--- src/rtl/cyl_to_rect.sv ---
// Iterative CORDIC converter from cylindrical (r, theta, z) to rectangular (x, y, z).
// It uses one micro-rotation per cycle, with valid/ready handshakes on both sides.
module cyl_to_rect #(
  parameter int unsigned ITER = 12,
  parameter int unsigned FRAC = 10
) (
  input  logic       clk,
  input  logic       rst,
  input  logic       in_valid,
  output logic       in_ready,
  input  logic [7:0] r,
  input  logic [7:0] theta,
  input  logic [7:0] z,
  output logic       out_valid,
  input  logic       out_ready,
  output logic [8:0] x,
  output logic [8:0] y,
  output logic [7:0] z_out
);

  localparam int unsigned W        = 11 + FRAC;
  localparam int unsigned Shift    = 16 - FRAC;
  localparam int unsigned RoundAdd = 1 << (Shift - 1);
  localparam logic signed [W-1:0] Half   = W'(1) << (FRAC - 1);
  localparam logic signed [W-1:0] PosMax = W'(255);
  localparam logic signed [W-1:0] NegMax = W'(-255);

  typedef enum logic [1:0] {StIdle, StRot, StFix, StDone} state_e;

  state_e              state_q, state_d;
  logic signed [W-1:0] xr_q, xr_d, yr_q, yr_d;
  logic signed [15:0]  ang_q, ang_d;
  logic [3:0]          iter_q, iter_d;
  logic [1:0]          quad_q, quad_d;
  logic [7:0]          zl_q, zl_d;
  logic [8:0]          x_q, x_d, y_q, y_d;
  logic                ov_q, ov_d;
  logic signed [W-1:0] x_init, fx, fy;

  function automatic logic signed [15:0] atan_lut(input logic [3:0] idx);
    case (idx)
      4'd0:    return 16'sd8192;
      4'd1:    return 16'sd4836;
      4'd2:    return 16'sd2555;
      4'd3:    return 16'sd1297;
      4'd4:    return 16'sd651;
      4'd5:    return 16'sd326;
      4'd6:    return 16'sd163;
      4'd7:    return 16'sd81;
      4'd8:    return 16'sd41;
      4'd9:    return 16'sd20;
      4'd10:   return 16'sd10;
      4'd11:   return 16'sd5;
      default: return 16'sd0;
    endcase
  endfunction

  // Round half-up to an integer, then clamp to [-255, 255].
  function automatic logic [8:0] round_sat(input logic signed [W-1:0] v);
    logic signed [W-1:0] rnd;
    rnd = (v + Half) >>> FRAC;
    if (rnd > PosMax) begin
      return 9'd255;
    end else if (rnd < NegMax) begin
      return 9'h101;
    end
    return rnd[8:0];
  endfunction

  // Gain-compensated radius: round(r * 39797/65536 * 2^FRAC).
  assign x_init = W'((32'(r) * 32'd39797 + RoundAdd) >> Shift);

  always_comb begin
    state_d = state_q;
    xr_d    = xr_q;
    yr_d    = yr_q;
    ang_d   = ang_q;
    iter_d  = iter_q;
    quad_d  = quad_q;
    zl_d    = zl_q;
    x_d     = x_q;
    y_d     = y_q;
    ov_d    = ov_q;
    fx      = xr_q;
    fy      = yr_q;
    unique case (state_q)
      StIdle: begin
        if (in_valid) begin
          quad_d  = theta[7:6];
          zl_d    = z;
          xr_d    = x_init;
          yr_d    = '0;
          ang_d   = {theta[5:0], 8'b0};
          iter_d  = '0;
          state_d = StRot;
        end
      end
      StRot: begin
        if (!ang_q[15]) begin
          xr_d  = xr_q - (yr_q >>> iter_q);
          yr_d  = yr_q + (xr_q >>> iter_q);
          ang_d = ang_q - atan_lut(iter_q);
        end else begin
          xr_d  = xr_q + (yr_q >>> iter_q);
          yr_d  = yr_q - (xr_q >>> iter_q);
          ang_d = ang_q + atan_lut(iter_q);
        end
        if (iter_q == 4'(ITER - 1)) begin
          state_d = StFix;
        end else begin
          iter_d = iter_q + 4'd1;
        end
      end
      StFix: begin
        case (quad_q)
          2'd0: begin fx = xr_q;  fy = yr_q;  end
          2'd1: begin fx = -yr_q; fy = xr_q;  end
          2'd2: begin fx = -xr_q; fy = -yr_q; end
          default: begin fx = yr_q; fy = -xr_q; end
        endcase
        x_d     = round_sat(fx);
        y_d     = round_sat(fy);
        ov_d    = 1'b1;
        state_d = StDone;
      end
      StDone: begin
        if (out_ready) begin
          ov_d    = 1'b0;
          state_d = StIdle;
        end
      end
      default: state_d = StIdle;
    endcase
  end

  always_ff @(posedge clk) begin
    if (rst) begin
      state_q <= StIdle;
      xr_q    <= '0;
      yr_q    <= '0;
      ang_q   <= '0;
      iter_q  <= '0;
      quad_q  <= '0;
      zl_q    <= '0;
      x_q     <= '0;
      y_q     <= '0;
      ov_q    <= 1'b0;
    end else begin
      state_q <= state_d;
      xr_q    <= xr_d;
      yr_q    <= yr_d;
      ang_q   <= ang_d;
      iter_q  <= iter_d;
      quad_q  <= quad_d;
      zl_q    <= zl_d;
      x_q     <= x_d;
      y_q     <= y_d;
      ov_q    <= ov_d;
    end
  end

  assign in_ready  = (state_q == StIdle);
  assign out_valid = ov_q;
  assign x         = x_q;
  assign y         = y_q;
  assign z_out     = zl_q;

endmodule

--- config.mk ---
export PLATFORM = sky130hd
export DESIGN_NAME = cyl_to_rect
export DESIGN_NICKNAME = d
export VERILOG_FILES = /design/src/rtl/cyl_to_rect.sv
export SDC_FILE = /design/constraint.sdc
export NUM_CORES = 1
export LEC_CHECK = 0
export ABC_AREA = 1
export BUFFER_PORTS_ARGS = -buffer_cell sky130_fd_sc_hd__buf_4
export CAP_MARGIN = 20
export CORE_MARGIN = 5
export CORE_UTILIZATION = 31
export CTS_CLUSTER_SIZE = 30
export DETAILED_ROUTE_END_ITERATION = 10
export HOLD_SLACK_MARGIN = 0.08
export PLACE_DENSITY_LB_ADDON = 0.2
export SLEW_MARGIN = 0
export SYNTH_ARGS = -nofsm -noshare
export SYNTH_HDL_FRONTEND = slang
export SYNTH_SLANG_ARGS = --single-unit
--- constraint.sdc ---
create_clock -name clk -period 4.79 [get_ports clk]
set_input_delay 0.2395 -clock clk [delete_from_list [all_inputs] [get_ports clk]]
set_output_delay 0.2395 -clock clk [all_outputs]
set_load 0.01 [all_outputs]
==> Word level (Yosys, flattened, before mapping) <==
Memory sizes are Yosys's and may differ from the RTL's. A register that Yosys moved wholly into a read port is not among the register bits.
Index checks and enable logic that the tools add are counted.
{ "op_classes": {"eq_ne": 10, "div_mod_pow": 0, "n_reduce_logical": 9, "shift": 2, "mul": 1, "muxes": 42, "addsub": 12, "bitwise": 0, "magnitude_cmp": 4} }
{ "op_table": {"columns": ["op", "count"], "rows": [
  ["two-way mux 21 bit", 6],
  ["case mux 21 bit (3 select lines)", 2],
  ["two-way mux 16 bit", 6],
  ["case mux 21 bit (2 select lines)", 2],
  ["two-way mux 9 bit", 6],
  ["adder 21 x 11 -> 21 bit, second input constant", 2],
  ["adder 21 bit", 2],
  ["negator 21 bit", 2],
  [">>> shifter 21 x 4 -> 21 bit", 2],
  ["subtractor 21 bit", 2],
  ["case mux 16 bit (2 select lines)", 1],
  ["adder 24 x 6 -> 25 bit, second input constant", 1],
  ["multiplier 8 x 16 -> 24 bit, second input constant", 1],
  ["two-way mux 4 bit", 6],
  ["greater-than comparator 11 x 9 -> 1 bit, second input constant", 2],
  ["< comparator 11 x 9 -> 1 bit, second input constant", 2],
  ["adder 16 bit", 1],
  ["subtractor 16 bit", 1],
  ["!= test 2 bit, second input constant", 4],
  ["case mux 2 bit (4 select lines)", 1],
  ["case mux 4 bit (2 select lines)", 1],
  ["two-way mux 1 bit", 7],
  ["equality test 2 bit, second input constant", 3],
  ["two-way mux 2 bit", 3],
  ["other kinds (8)", 14]
]} }
{ "word_totals": {"ff_bits": 93, "wordCells": 92, "romBits": 448, "latchBits": 0, "output_inout_bits": 28, "n_memories": 2, "mem_bits_rw": 0} }
{ "mem_list": {"columns": ["name", "words", "width", "read_ports", "rd_clocked_by_memory_dff", "wr", "line_no", "source"], "rows": [
  ["(no name shown)", 16, 14, 1, 1, 0, "41", "case (idx)"],
  ["(no name shown)", 16, 14, 1, 1, 0, "41", null]
]} }

==> Depth between registers and ports, before layout <==
Gate-level depths: netlist of the first run.
{ "depth": {"depth_word": 9, "depth_mapped": 33, "ltp_nobuf": 32} }

==> Worst setup path after synthesis of the first run <==
Ideal clock, no wire load.
{ "synth_path": {"kind": "reg2reg", "from": "reg iter_q[0]", "to": "reg xr_q[17]", "n_path_buf": 3, "path_stages_with_launch": 31, "t_arrival_ns": 3.931, "period_less_slack_ns": 4.040, "slack_ns": 0.750, "cell_sequence": "dfxtp_1 > buf_6 > buf_6 > buf_6 > nand2_1 > o21ai_1 > nand2_1 > nand3_1 > nand2_1 > o21ai_2 > ha_1 > nand2_1 > nor2_2 > inv_1 > o21ai_0 > xor2_1 > inv_1 > ha_1 > a21oi_1 > o21ai_0 > a21oi_1 > o21a_1 > inv_1 > a21o_1 > a21boi_0 > o21ai_0 > or2_2 > nand2_1 > nand3_1 > nand2_1 > inv_1"} }
{ "synth_between": {"elab_chain_len": 4, "elab_cells_between_ends": 5, "cone_classes": "add/sub (2); shift (1); mux (2)"} }
{ "synth_rtl": {"columns": ["element", "line_no", "source"], "rows": [
  ["start, declared", "33", "logic [3:0] iter_q, iter_d;"],
  ["start signal, assigned", "153", "iter_q <= iter_d;"],
  [">>> shifter 21 x 4 -> 21 bit *", "100, 104", null],
  ["subtractor 21 bit / adder 21 bit (equally long branches)", "100, 104", null],
  ["two-way mux 21 bit *", "99", "if (!ang_q[15]) begin"],
  ["case mux 21 bit (2 select lines) *", "86", "unique case (state_q)"],
  ["end signal, assigned", "150", "xr_q <= xr_d;"],
  ["end, declared", "31", "logic signed [W-1:0] xr_q, xr_d, yr_q, yr_d;"]
]} }
Every way passes the cells marked *; elsewhere a longest branch is shown, timed or not.
A chain may end at the register's enable or synchronous reset.

==> Worst setup path after layout of the first run <==
{ "layout_path": {"from": "reg iter_q[0]", "to": "reg xr_q[20]"} }
Same word-level chain as after synthesis.

==> run_summary.xml, run 1 <==
<?xml version="1.0" encoding="UTF-8"?>
<metrics>
  <group name="timing">
    <metric name="whs" unit="ns">0.106</metric>
    <metric name="setup_total_negative_slack" unit="ns">0</metric>
    <metric name="hold_violations" unit="">0</metric>
    <metric name="setup_viol" unit="">0</metric>
    <metric name="fin_crit_sh" unit="">0.916</metric>
    <metric name="unrepaired_setup_endpoints_after_global_routing" unit="">false</metric>
    <metric name="period_minus_slack" unit="ns">4.39</metric>
    <metric name="maxClockFrequency" unit="GHz">0.228</metric>
    <metric name="tightest_slew" unit="ns">1.04</metric>
    <metric name="report.final.slew_viol_count" unit="">0</metric>
    <metric name="worst_slew_margin_rel" unit="">0.304</metric>
    <metric name="finalClockSkew" unit="ns">0.0102</metric>
  </group>
  <group name="setup_path">
    <metric name="regToRegSetupSlack" unit="ns">0.40</metric>
    <metric name="cp_data_arrival_time" unit="ns">4.63</metric>
    <metric name="slowest_delay" unit="ns">0.47</metric>
    <metric name="timing.critical_path.from_type" unit="">register</metric>
    <metric name="worstPathBufferInverterCount" unit="">4</metric>
    <metric name="worstSetupEndpointType" unit="">register</metric>
    <metric name="r2r-end" unit="">xr_q[20]</metric>
    <metric name="critical_path_class" unit="">reg2reg</metric>
    <metric name="crit_end" unit="">xr_q[20]</metric>
    <metric name="worst-path-max-fanout" unit="">19</metric>
    <metric name="crit_start" unit="">iter_q[0]</metric>
    <metric name="cell_repeated_most_along_the_worst_path" unit="">sky130_fd_sc_hd__nand2_1</metric>
    <metric name="reg2reg_depth" unit="">26</metric>
    <metric name="critPathTopFamily" unit="">simple AND/OR/NAND/NOR gates</metric>
    <metric name="worst-path-stages" unit="">26</metric>
    <metric name="worstPathRequired" unit="ns">5.04</metric>
    <metric name="crit-reg2reg-launch" unit="">iter_q[0]</metric>
    <metric name="critical_path.slowest_cell" unit="">sky130_fd_sc_hd__dfxtp_4</metric>
  </group>
  <group name="placement">
    <metric name="buffer_ports.inserted" unit="">55</metric>
    <metric name="dp.final_hpwl" unit="um">37200</metric>
    <metric name="gpl.final_weighted_congestion" unit="">0.929</metric>
  </group>
  <group name="synthesis">
    <metric name="synth.area.top_cells" unit="">sky130_fd_sc_hd__nand2_1 (15%), sky130_fd_sc_hd__dfxtp_1 (15%), sky130_fd_sc_hd__ha_1 (11%)</metric>
    <metric name="synthesis.area" unit="um2">13900</metric>
    <metric name="synthSimpleGateAreaFrac" unit="">0.323</metric>
    <metric name="synth_top_family_by_area" unit="">simple AND/OR/NAND/NOR gates</metric>
    <metric name="post_synthesis_compound_gate_area_fraction" unit="">0.204</metric>
    <metric name="adder_and_majority_cell_fraction_of_the_synthesized_area" unit="">0.166</metric>
    <metric name="postSynthCellCount" unit="">2261</metric>
    <metric name="synthMuxAreaShare" unit="">0.00359</metric>
    <metric name="mappedNetlistNets" unit="">2450</metric>
    <metric name="synthArstFlopShare" unit="">0</metric>
    <metric name="synthesis.yosys.warnings" unit="">0</metric>
    <metric name="synth-main-ff-cell" unit="">sky130_fd_sc_hd__dfxtp_1</metric>
    <metric name="synth_largest_type_area_fraction" unit="">0.155</metric>
    <metric name="synth.cells.most_frequent" unit="">sky130_fd_sc_hd__nand2_1 (575), sky130_fd_sc_hd__inv_1 (281), sky130_fd_sc_hd__a21oi_1 (186), sky130_fd_sc_hd__o21ai_0 (184), sky130_fd_sc_hd__nor2_1 (176)</metric>
    <metric name="xor_xnor_share_of_the_synthesized_area" unit="">0.0421</metric>
    <metric name="number_of_flops_mapped_to_enable_cells_by_yosys" unit="">0</metric>
    <metric name="synth_area_per_cell" unit="um2">6.17</metric>
    <metric name="synthDominantAreaCellType" unit="">sky130_fd_sc_hd__nand2_1</metric>
    <metric name="synth.most_common_cell" unit="">sky130_fd_sc_hd__nand2_1</metric>
    <metric name="yosysSeqAreaShare" unit="">0.154</metric>
    <metric name="synthDistinctLibCells" unit="">58</metric>
    <metric name="synth_seq_cells" unit="">107</metric>
  </group>
  <group name="cts">
    <metric name="clk_pin_slew" unit="ns">0.07</metric>
    <metric name="clock_tree.buffer_depth" unit="">2</metric>
    <metric name="clkSinkCount" unit="">107</metric>
    <metric name="post-cts-setup-buffers" unit="">0</metric>
    <metric name="number_of_buffers_added_by_the_clock_tree_synthesis_step" unit="">9</metric>
    <metric name="htree_levels" unit="">3</metric>
    <metric name="clock_tree_from_tritoncts" unit="">yes</metric>
    <metric name="worstSkewPairLatency" unit="ns">0.40</metric>
    <metric name="root_buffer" unit="">sky130_fd_sc_hd__clkbuf_16</metric>
  </group>
  <group name="layout">
    <metric name="ff_latch_area" unit="um2">2150</metric>
    <metric name="drive_above_1_share" unit="">0.106</metric>
    <metric name="area_growth" unit="%">11.5</metric>
    <metric name="num-nets-final" unit="">2506</metric>
    <metric name="fillCellCount" unit="">4970</metric>
    <metric name="antenna_cells_inserted" unit="">0</metric>
    <metric name="multi_input_area" unit="um2">10300</metric>
  </group>
  <group name="global_route">
    <metric name="antenna_found_initial" unit="">1</metric>
    <metric name="grt_util_all_layers" unit="">0.184</metric>
    <metric name="grt_start_max_net_pins" unit="">48</metric>
    <metric name="grt_pass1_vias" unit="">14047</metric>
    <metric name="grt_pass1_wl" unit="um">74800</metric>
    <metric name="grt_overflow" unit="">0</metric>
  </group>
  <group name="route">
    <metric name="drt-vias-per-instance" unit="">5.09</metric>
    <metric name="detailedRoute.firstIterationViolations" unit="">1049</metric>
    <metric name="detailedRoute.firstPassIterationCount" unit="">5</metric>
    <metric name="wl_per_cell" unit="um">15.9</metric>
    <metric name="totalWireLength" unit="um">46300</metric>
    <metric name="vias" unit="">14837</metric>
    <metric name="drcViolationCount" unit="">0</metric>
    <metric name="drt.antenna.violating_nets" unit="">0</metric>
  </group>
  <group name="floorplan">
    <metric name="dieWidth" unit="um">222</metric>
    <metric name="io-pin-count" unit="">56</metric>
    <metric name="start_util" unit="">0.315</metric>
    <metric name="placementRows" unit="">77</metric>
    <metric name="core_area" unit="um2">44300</metric>
    <metric name="fp.dieArea" unit="um2">49300</metric>
    <metric name="fp.dieH" unit="um">222</metric>
  </group>
  <group name="flow_run">
    <metric name="total_of_max_cap_violations" unit="">0</metric>
  </group>
  <group name="hold_path">
    <metric name="hold_path.class" unit="">in2reg</metric>
  </group>
  <group name="outcome">
    <metric name="run_status" unit="">finished clean</metric>
  </group>
</metrics>
-- cells in the final DEF (no fill, tap or decap), drive strengths merged, types with 17 or more instances in the layout --
cell / n
buf: 118
nand3: 159
xnor2: 19
inv: 296
nand2: 596
a31oi: 20
o211ai: 19
fa: 40
or2: 17
o21ai: 235
a21oi: 188
nand4: 22
dfxtp: 107
nor2: 209
xor2: 48
ha: 121
-- through the flow --
stage	instances	setup WS (ns)	cell area [um2]	utilization
2_1_floorplan	2261	0.750	13900	-
3_3_place_gp	2896	0.107	15200	0.343
3_5_place_dp	2896	0.102	15200	0.343
4_1_cts	2914	0.136	15500	0.350
5_1_grt	2914	0.0122	15600	0.351
6_report	2914	0.405	15600	0.351
-- worst min path at each step --
stage | startpoint | endpoint | slack, ns | cells past startpoint
finish | z[6] | z_out[6] | 0.11 | 3
CTS | z[6] | z_out[6] | 0.08 | 3
global route | z[0] | z_out[0] | 0.12 | 3
detailed placement | ang_q[0] | ang_q[0] | 0.46 | 2
global placement | ang_q[0] | ang_q[0] | 0.45 | 2
floorplan | z[0] | z_out[0] | 0.41 | 2
-- per-layer routing --
metal,part of all wire,track usage
met4,0.027,0.0543
met2,0.45,0.298
met1,0.48,0.253
met3,0.047,0.0267
met5,0,0
-- kinds of logic after synthesis --
group | Yosys count
simple gates | 1033
compound gates | 514
buf+inv | 374
fa+ha+maj | 161
flops | 107
xor+xnor | 67
mux | 5
-- area by class of cell --
cell class,instances,share of cell area
Clock inverter,5,0.00346
Inverter,299,0.0722
Tap cell,592,0.0476
Timing Repair Buffer,120,0.0603
Clock buffer,11,0.0150
Sequential cell,107,0.138
Multi-Input combinational cell,1780,0.663
-- worst min-delay path, cell delays in order --
cell and delay, ns:
sky130_fd_sc_hd__buf_4 0.07, sky130_fd_sc_hd__o21ai_0 0.07, sky130_fd_sc_hd__nor2_1 0.08
-- repair_timing --
item	CTS	global route
setup endpoints to repair	0	16
resized for setup	0	13
endpoints found under the hold margin	2	0
hold buffers	2	0
Power of run 1 is not shown: default switching activity piles up to over one toggle a cycle in this logic, so the estimate is an artifact.
==> inputs of run 2 (changes only) <==
Settings changed: PLACE_DENSITY from default to 0.47, PLACE_DENSITY_LB_ADDON 0.2 to default.
==> run_summary.xml, run 2 (synthesized netlist as in run 1, its figures left out) <==
<?xml version="1.0" encoding="UTF-8"?>
<metrics>
  <group name="outcome">
    <metric name="run_status" unit="">finished clean</metric>
  </group>
  <group name="global_route">
    <metric name="grt_overflow" unit="">0</metric>
    <metric name="antenna_found_initial" unit="">0</metric>
    <metric name="grt_util_all_layers" unit="">0.188</metric>
    <metric name="grt_pass1_vias" unit="">13989</metric>
    <metric name="grt_pass1_wl" unit="um">75600</metric>
    <metric name="grt_start_max_net_pins" unit="">50</metric>
  </group>
  <group name="layout">
    <metric name="mostFrequentLayoutCells" unit="">sky130_fd_sc_hd__nand2_1 (575), sky130_fd_sc_hd__inv_1 (281), sky130_fd_sc_hd__a21oi_1 (186)</metric>
    <metric name="drive_above_1_share" unit="">0.105</metric>
    <metric name="fillCellCount" unit="">5009</metric>
    <metric name="num-nets-final" unit="">2499</metric>
    <metric name="layout_commonest_cell" unit="">sky130_fd_sc_hd__nand2_1</metric>
    <metric name="multi_input_area" unit="um2">10300</metric>
    <metric name="area_growth" unit="%">11.2</metric>
    <metric name="final_cells" unit="">2908</metric>
    <metric name="ff_latch_area" unit="um2">2140</metric>
  </group>
  <group name="floorplan">
    <metric name="dieWidth" unit="um">222</metric>
    <metric name="io-pin-count" unit="">56</metric>
    <metric name="core_area" unit="um2">44300</metric>
    <metric name="fp.dieArea" unit="um2">49300</metric>
    <metric name="placementRows" unit="">77</metric>
    <metric name="start_util" unit="">0.315</metric>
    <metric name="fp.dieH" unit="um">222</metric>
  </group>
  <group name="hold_path">
    <metric name="hold_path.class" unit="">in2reg</metric>
    <metric name="min-delay-start" unit="">z[7]</metric>
    <metric name="hold-path-endpoint" unit="">z_out[7]</metric>
    <metric name="worst_hold_path_depth" unit="">3</metric>
  </group>
  <group name="timing">
    <metric name="maxClockFrequency" unit="GHz">0.227</metric>
    <metric name="worst_slew_margin_rel" unit="">0.380</metric>
    <metric name="tightest_slew" unit="ns">0.924</metric>
    <metric name="period_minus_slack" unit="ns">4.40</metric>
    <metric name="finalClockSkew" unit="ns">0.0111</metric>
    <metric name="setup_total_negative_slack" unit="ns">0</metric>
    <metric name="unrepaired_setup_endpoints_after_global_routing" unit="">true</metric>
    <metric name="hold_violations" unit="">0</metric>
    <metric name="setup_viol" unit="">0</metric>
    <metric name="fin_crit_sh" unit="">0.918</metric>
    <metric name="report.final.slew_viol_count" unit="">0</metric>
    <metric name="setup_slack" unit="ns">0.390</metric>
    <metric name="whs" unit="ns">0.104</metric>
  </group>
  <group name="cts">
    <metric name="clock_tree_from_tritoncts" unit="">yes</metric>
    <metric name="worstSkewPairLatency" unit="ns">0.40</metric>
    <metric name="clock_tree.buffer_depth" unit="">2</metric>
    <metric name="root_buffer" unit="">sky130_fd_sc_hd__clkbuf_16</metric>
    <metric name="clkSinkCount" unit="">107</metric>
    <metric name="number_of_buffers_added_by_the_clock_tree_synthesis_step" unit="">9</metric>
    <metric name="htree_levels" unit="">3</metric>
    <metric name="clk_pin_slew" unit="ns">0.08</metric>
  </group>
  <group name="setup_path">
    <metric name="worstSetupEndpointType" unit="">register</metric>
    <metric name="worst-path-max-fanout" unit="">18</metric>
    <metric name="cp_data_arrival_time" unit="ns">4.70</metric>
    <metric name="crit-reg2reg-launch" unit="">iter_q[0]</metric>
    <metric name="reg2reg_depth" unit="">27</metric>
    <metric name="r2r-end" unit="">xr_q[17]</metric>
    <metric name="worstPathRequired" unit="ns">5.09</metric>
    <metric name="critical_path.slowest_cell" unit="">sky130_fd_sc_hd__dfxtp_2</metric>
    <metric name="regToRegSetupSlack" unit="ns">0.39</metric>
    <metric name="worst-path-stages" unit="">27</metric>
    <metric name="slowest_delay" unit="ns">0.40</metric>
    <metric name="critPathTopFamily" unit="">compound AO/OA/AOI/OAI gates</metric>
    <metric name="timing.critical_path.from_type" unit="">register</metric>
    <metric name="cell_repeated_most_along_the_worst_path" unit="">sky130_fd_sc_hd__inv_1</metric>
    <metric name="critical_path_class" unit="">reg2reg</metric>
    <metric name="worstPathBufferInverterCount" unit="">5</metric>
  </group>
  <group name="placement">
    <metric name="preCtsSetupSlack" unit="ns">0.102</metric>
    <metric name="dpl.cell_count" unit="">2889</metric>
    <metric name="buffer_ports.inserted" unit="">55</metric>
    <metric name="gpl.final_weighted_congestion" unit="">0.905</metric>
    <metric name="dp.final_hpwl" unit="um">37900</metric>
  </group>
  <group name="route">
    <metric name="drt-vias-per-instance" unit="">5.01</metric>
    <metric name="wl_per_cell" unit="um">16.2</metric>
    <metric name="vias" unit="">14569</metric>
    <metric name="drt.antenna.violating_nets" unit="">0</metric>
    <metric name="detailedRoute.firstIterationViolations" unit="">873</metric>
    <metric name="totalWireLength" unit="um">47100</metric>
    <metric name="detailedRoute.firstPassIterationCount" unit="">5</metric>
    <metric name="drcViolationCount" unit="">0</metric>
  </group>
  <group name="flow_run">
    <metric name="total_of_max_cap_violations" unit="">0</metric>
  </group>
</metrics>
## run 2: cell count changes in the layout (fill, tap and decap cells not counted), sizes merged
cell / delta
clkinv: -3
buf: -6
inv: +1
clkinvlp: +2
dlygate4sd3: -1
diode: +1
## run 2: worst max-delay path by stage
stage / endpoint / slack (ns) / from
3_3_place_gp: xr_q[15] / 0.05 / r[6]
3_5_place_dp: xr_q[15] / 0.10 / r[6]
2_1_floorplan: xr_q[17] / 0.75 / iter_q[0]
5_1_grt: yr_q[20] / -0.002 / iter_q[0]
6_report: xr_q[17] / 0.39 / iter_q[0]
4_1_cts: xr_q[17] / 0.29 / iter_q[0]
## run 2: timing repair
| item | CTS | global route |
|---|---|---|
| resized for setup | 0 | 9 |
| hold buffers | 1 | 0 |
| setup buffers | 0 | 1 |
| setup endpoints to repair | 0 | 5 |
| hold endpoints to repair | 1 | 0 |
## run 2: cell type report
class,instances,area share
flip-flops and latches,107,0.138
well taps,592,0.0478
clock buffers,11,0.0163
inverters,299,0.0724
diodes,1,0.000161
repair buffers,113,0.0557
clock inverters,5,0.00379
multi-input cells,1780,0.666
## run 2: through the flow
step           area (um2)  utilization
6_report            15500        0.350
5_1_grt             15500        0.350
4_1_cts             15500        0.349
3_5_place_dp        15200        0.342
3_3_place_gp        15200        0.342
2_1_floorplan       13900            -
## run 2: layer usage
layer	up-vias	wire (um)	global-route usage	share of wire
met5	-	0	0	0
met4	0	793	0.0457	0.017
met3	46	1930	0.0289	0.041
met2	267	21500	0.306	0.46
met1	6722	22900	0.262	0.49
li1	7534	-	-	-
## run 2: worst reg2reg max path, delay by kind of cell (launching register included)
kind                     cells  cell delay, ns
AO/OA/AOI/OAI               10            1.61
XOR/XNOR                     1            0.16
adder cells (fa/ha/maj)      2            0.52
buffers and inverters        5            0.45
flip-flops                   1            0.40
AND/OR/NAND/NOR              9            1.16
Power of run 2 is left out for the same reason.
==> inputs of run 3 (changes only) <==
Settings changed: CORE_UTILIZATION 31 to 59, PLACE_DENSITY 0.47 to 0.78.
==> run_summary.xml, run 3 (synthesized netlist as in run 1, its figures left out) <==
<?xml version="1.0" encoding="UTF-8"?>
<metrics>
  <group name="global_route">
    <metric name="antenna_found_initial" unit="">0</metric>
    <metric name="grt_overflow" unit="">0</metric>
    <metric name="grt_pass1_wl" unit="um">68600</metric>
    <metric name="grt_util_all_layers" unit="">0.312</metric>
    <metric name="grt_pass1_vias" unit="">13862</metric>
    <metric name="grt_start_max_net_pins" unit="">50</metric>
  </group>
  <group name="setup_path">
    <metric name="worstPathBufferInverterCount" unit="">5</metric>
    <metric name="critical_path_class" unit="">reg2reg</metric>
    <metric name="r2r-end" unit="">yr_q[20]</metric>
    <metric name="critPathTopFamily" unit="">simple AND/OR/NAND/NOR gates</metric>
    <metric name="cell_repeated_most_along_the_worst_path" unit="">sky130_fd_sc_hd__nand2_1</metric>
    <metric name="reg2reg_depth" unit="">28</metric>
    <metric name="critical_path.slowest_cell" unit="">sky130_fd_sc_hd__ha_1</metric>
    <metric name="worstPathRequired" unit="ns">5.02</metric>
    <metric name="timing.critical_path.from_type" unit="">register</metric>
    <metric name="worst-path-max-fanout" unit="">23</metric>
    <metric name="cp_data_arrival_time" unit="ns">4.71</metric>
    <metric name="slowest_delay" unit="ns">0.37</metric>
    <metric name="regToRegSetupSlack" unit="ns">0.31</metric>
    <metric name="worstSetupEndpointType" unit="">register</metric>
    <metric name="crit-reg2reg-launch" unit="">iter_q[1]</metric>
  </group>
  <group name="cts">
    <metric name="cts-resized-gates" unit="">0</metric>
    <metric name="cts_hold_repair.buffers" unit="">0</metric>
    <metric name="worstSkewPairLatency" unit="ns">0.37</metric>
    <metric name="clkSinkCount" unit="">107</metric>
    <metric name="root_buffer" unit="">sky130_fd_sc_hd__clkbuf_16</metric>
    <metric name="clock_tree_from_tritoncts" unit="">yes</metric>
    <metric name="htree_levels" unit="">3</metric>
    <metric name="number_of_buffers_added_by_the_clock_tree_synthesis_step" unit="">9</metric>
    <metric name="clk_pin_slew" unit="ns">0.08</metric>
    <metric name="post-cts-setup-buffers" unit="">0</metric>
    <metric name="clock_tree.buffer_depth" unit="">2</metric>
  </group>
  <group name="floorplan">
    <metric name="fp.dieArea" unit="um2">26800</metric>
    <metric name="io-pin-count" unit="">56</metric>
    <metric name="dieWidth" unit="um">164</metric>
    <metric name="placementRows" unit="">56</metric>
    <metric name="fp.dieH" unit="um">164</metric>
    <metric name="core_area" unit="um2">23400</metric>
    <metric name="start_util" unit="">0.596</metric>
  </group>
  <group name="layout">
    <metric name="area_growth" unit="%">8.30</metric>
    <metric name="finalInstanceArea" unit="um2">15100</metric>
    <metric name="antenna_cells_inserted" unit="">0</metric>
    <metric name="layout_commonest_cell" unit="">sky130_fd_sc_hd__nand2_1</metric>
    <metric name="fin_util" unit="">0.645</metric>
    <metric name="drive_above_1_share" unit="">0.0983</metric>
    <metric name="num-nets-final" unit="">2484</metric>
    <metric name="mostFrequentLayoutCells" unit="">sky130_fd_sc_hd__nand2_1 (575), sky130_fd_sc_hd__inv_1 (281), sky130_fd_sc_hd__a21oi_1 (186)</metric>
  </group>
  <group name="route">
    <metric name="totalWireLength" unit="um">41900</metric>
    <metric name="vias" unit="">14961</metric>
    <metric name="detailedRoute.firstPassIterationCount" unit="">8</metric>
    <metric name="drt.antenna.violating_nets" unit="">0</metric>
    <metric name="drt-vias-per-instance" unit="">5.71</metric>
    <metric name="detailedRoute.firstIterationViolations" unit="">1254</metric>
    <metric name="drcViolationCount" unit="">0</metric>
    <metric name="wl_per_cell" unit="um">16.0</metric>
  </group>
  <group name="placement">
    <metric name="gpl.final_weighted_congestion" unit="">1.06</metric>
    <metric name="dp.final_hpwl" unit="um">33200</metric>
    <metric name="dp_area" unit="um2">14700</metric>
    <metric name="buffer_ports.inserted" unit="">55</metric>
  </group>
  <group name="timing">
    <metric name="hold_violations" unit="">0</metric>
    <metric name="report.final.slew_viol_count" unit="">0</metric>
    <metric name="fin_crit_sh" unit="">0.936</metric>
    <metric name="maxClockFrequency" unit="GHz">0.223</metric>
    <metric name="tightest_slew" unit="ns">0.903</metric>
    <metric name="unrepaired_setup_endpoints_after_global_routing" unit="">true</metric>
    <metric name="setup_viol" unit="">0</metric>
    <metric name="period_minus_slack" unit="ns">4.48</metric>
    <metric name="worst_slew_margin_rel" unit="">0.395</metric>
    <metric name="finalClockSkew" unit="ns">0.0128</metric>
  </group>
  <group name="hold_path">
    <metric name="hold_path.class" unit="">in2reg</metric>
    <metric name="hold-path-endpoint" unit="">z_out[6]</metric>
    <metric name="worst_hold_path_depth" unit="">3</metric>
    <metric name="min-delay-start" unit="">z[6]</metric>
  </group>
  <group name="outcome">
    <metric name="run_status" unit="">finished clean</metric>
  </group>
  <group name="flow_run">
    <metric name="total_of_max_cap_violations" unit="">0</metric>
  </group>
</metrics>
-- run 3: layer usage --
metal,global-route usage,part of all wire,up-vias
met2,0.508,0.45,552
met3,0.0396,0.070,101
met1,0.421,0.44,6807
li1,-,-,7501
met5,0,0,-
met4,0.122,0.037,0
-- run 3: worst register-to-register path, delay by kind of cell (launching register included) --
family                   cells  cell delay, ns
buffers and inverters        5            0.63
XOR/XNOR                     1            0.16
AND/OR/NAND/NOR             13            1.75
AO/OA/AOI/OAI                5            0.57
adder cells (fa/ha/maj)      2            0.50
flip-flops                   1            0.34
multiplexers                 2            0.44
-- run 3: per-stage QoR --
step                      setup slack [ns]  instances  setup TNS, ns  hold WS [ns]
final                                0.308       2619              0         0.122
after global routing               -0.0551       2619        -0.0551         0.145
after global placement               0.128       2603              0         0.454
after CTS                            0.102       2619              0         0.118
after detailed placement             0.105       2603              0         0.463
after floorplan                      0.750       2261              0         0.406
-- run 3: layout make-up --
cell class                      count  area (um2)
Clock buffer                        9         225
Clock inverter                      7         105
Fill cell                        2338        8300
Inverter                          299        1120
Multi-Input combinational cell   1780       10300
Sequential cell                   107        2150
Tap cell                          319         399
Timing Repair Buffer               98         764
-- run 3: how the worst max path moves through the flow --
stage	startpoint	end	slack [ns]	cells past startpoint
after floorplan	iter_q[0]	xr_q[17]	0.75	30
after global placement	iter_q[1]	yr_q[20]	0.13	28
after detailed placement	iter_q[1]	yr_q[20]	0.10	28
after CTS	iter_q[1]	yr_q[20]	0.10	28
after global routing	iter_q[1]	yr_q[20]	-0.06	29
final	iter_q[1]	yr_q[20]	0.31	28
Power of run 3 is left out for the same reason.
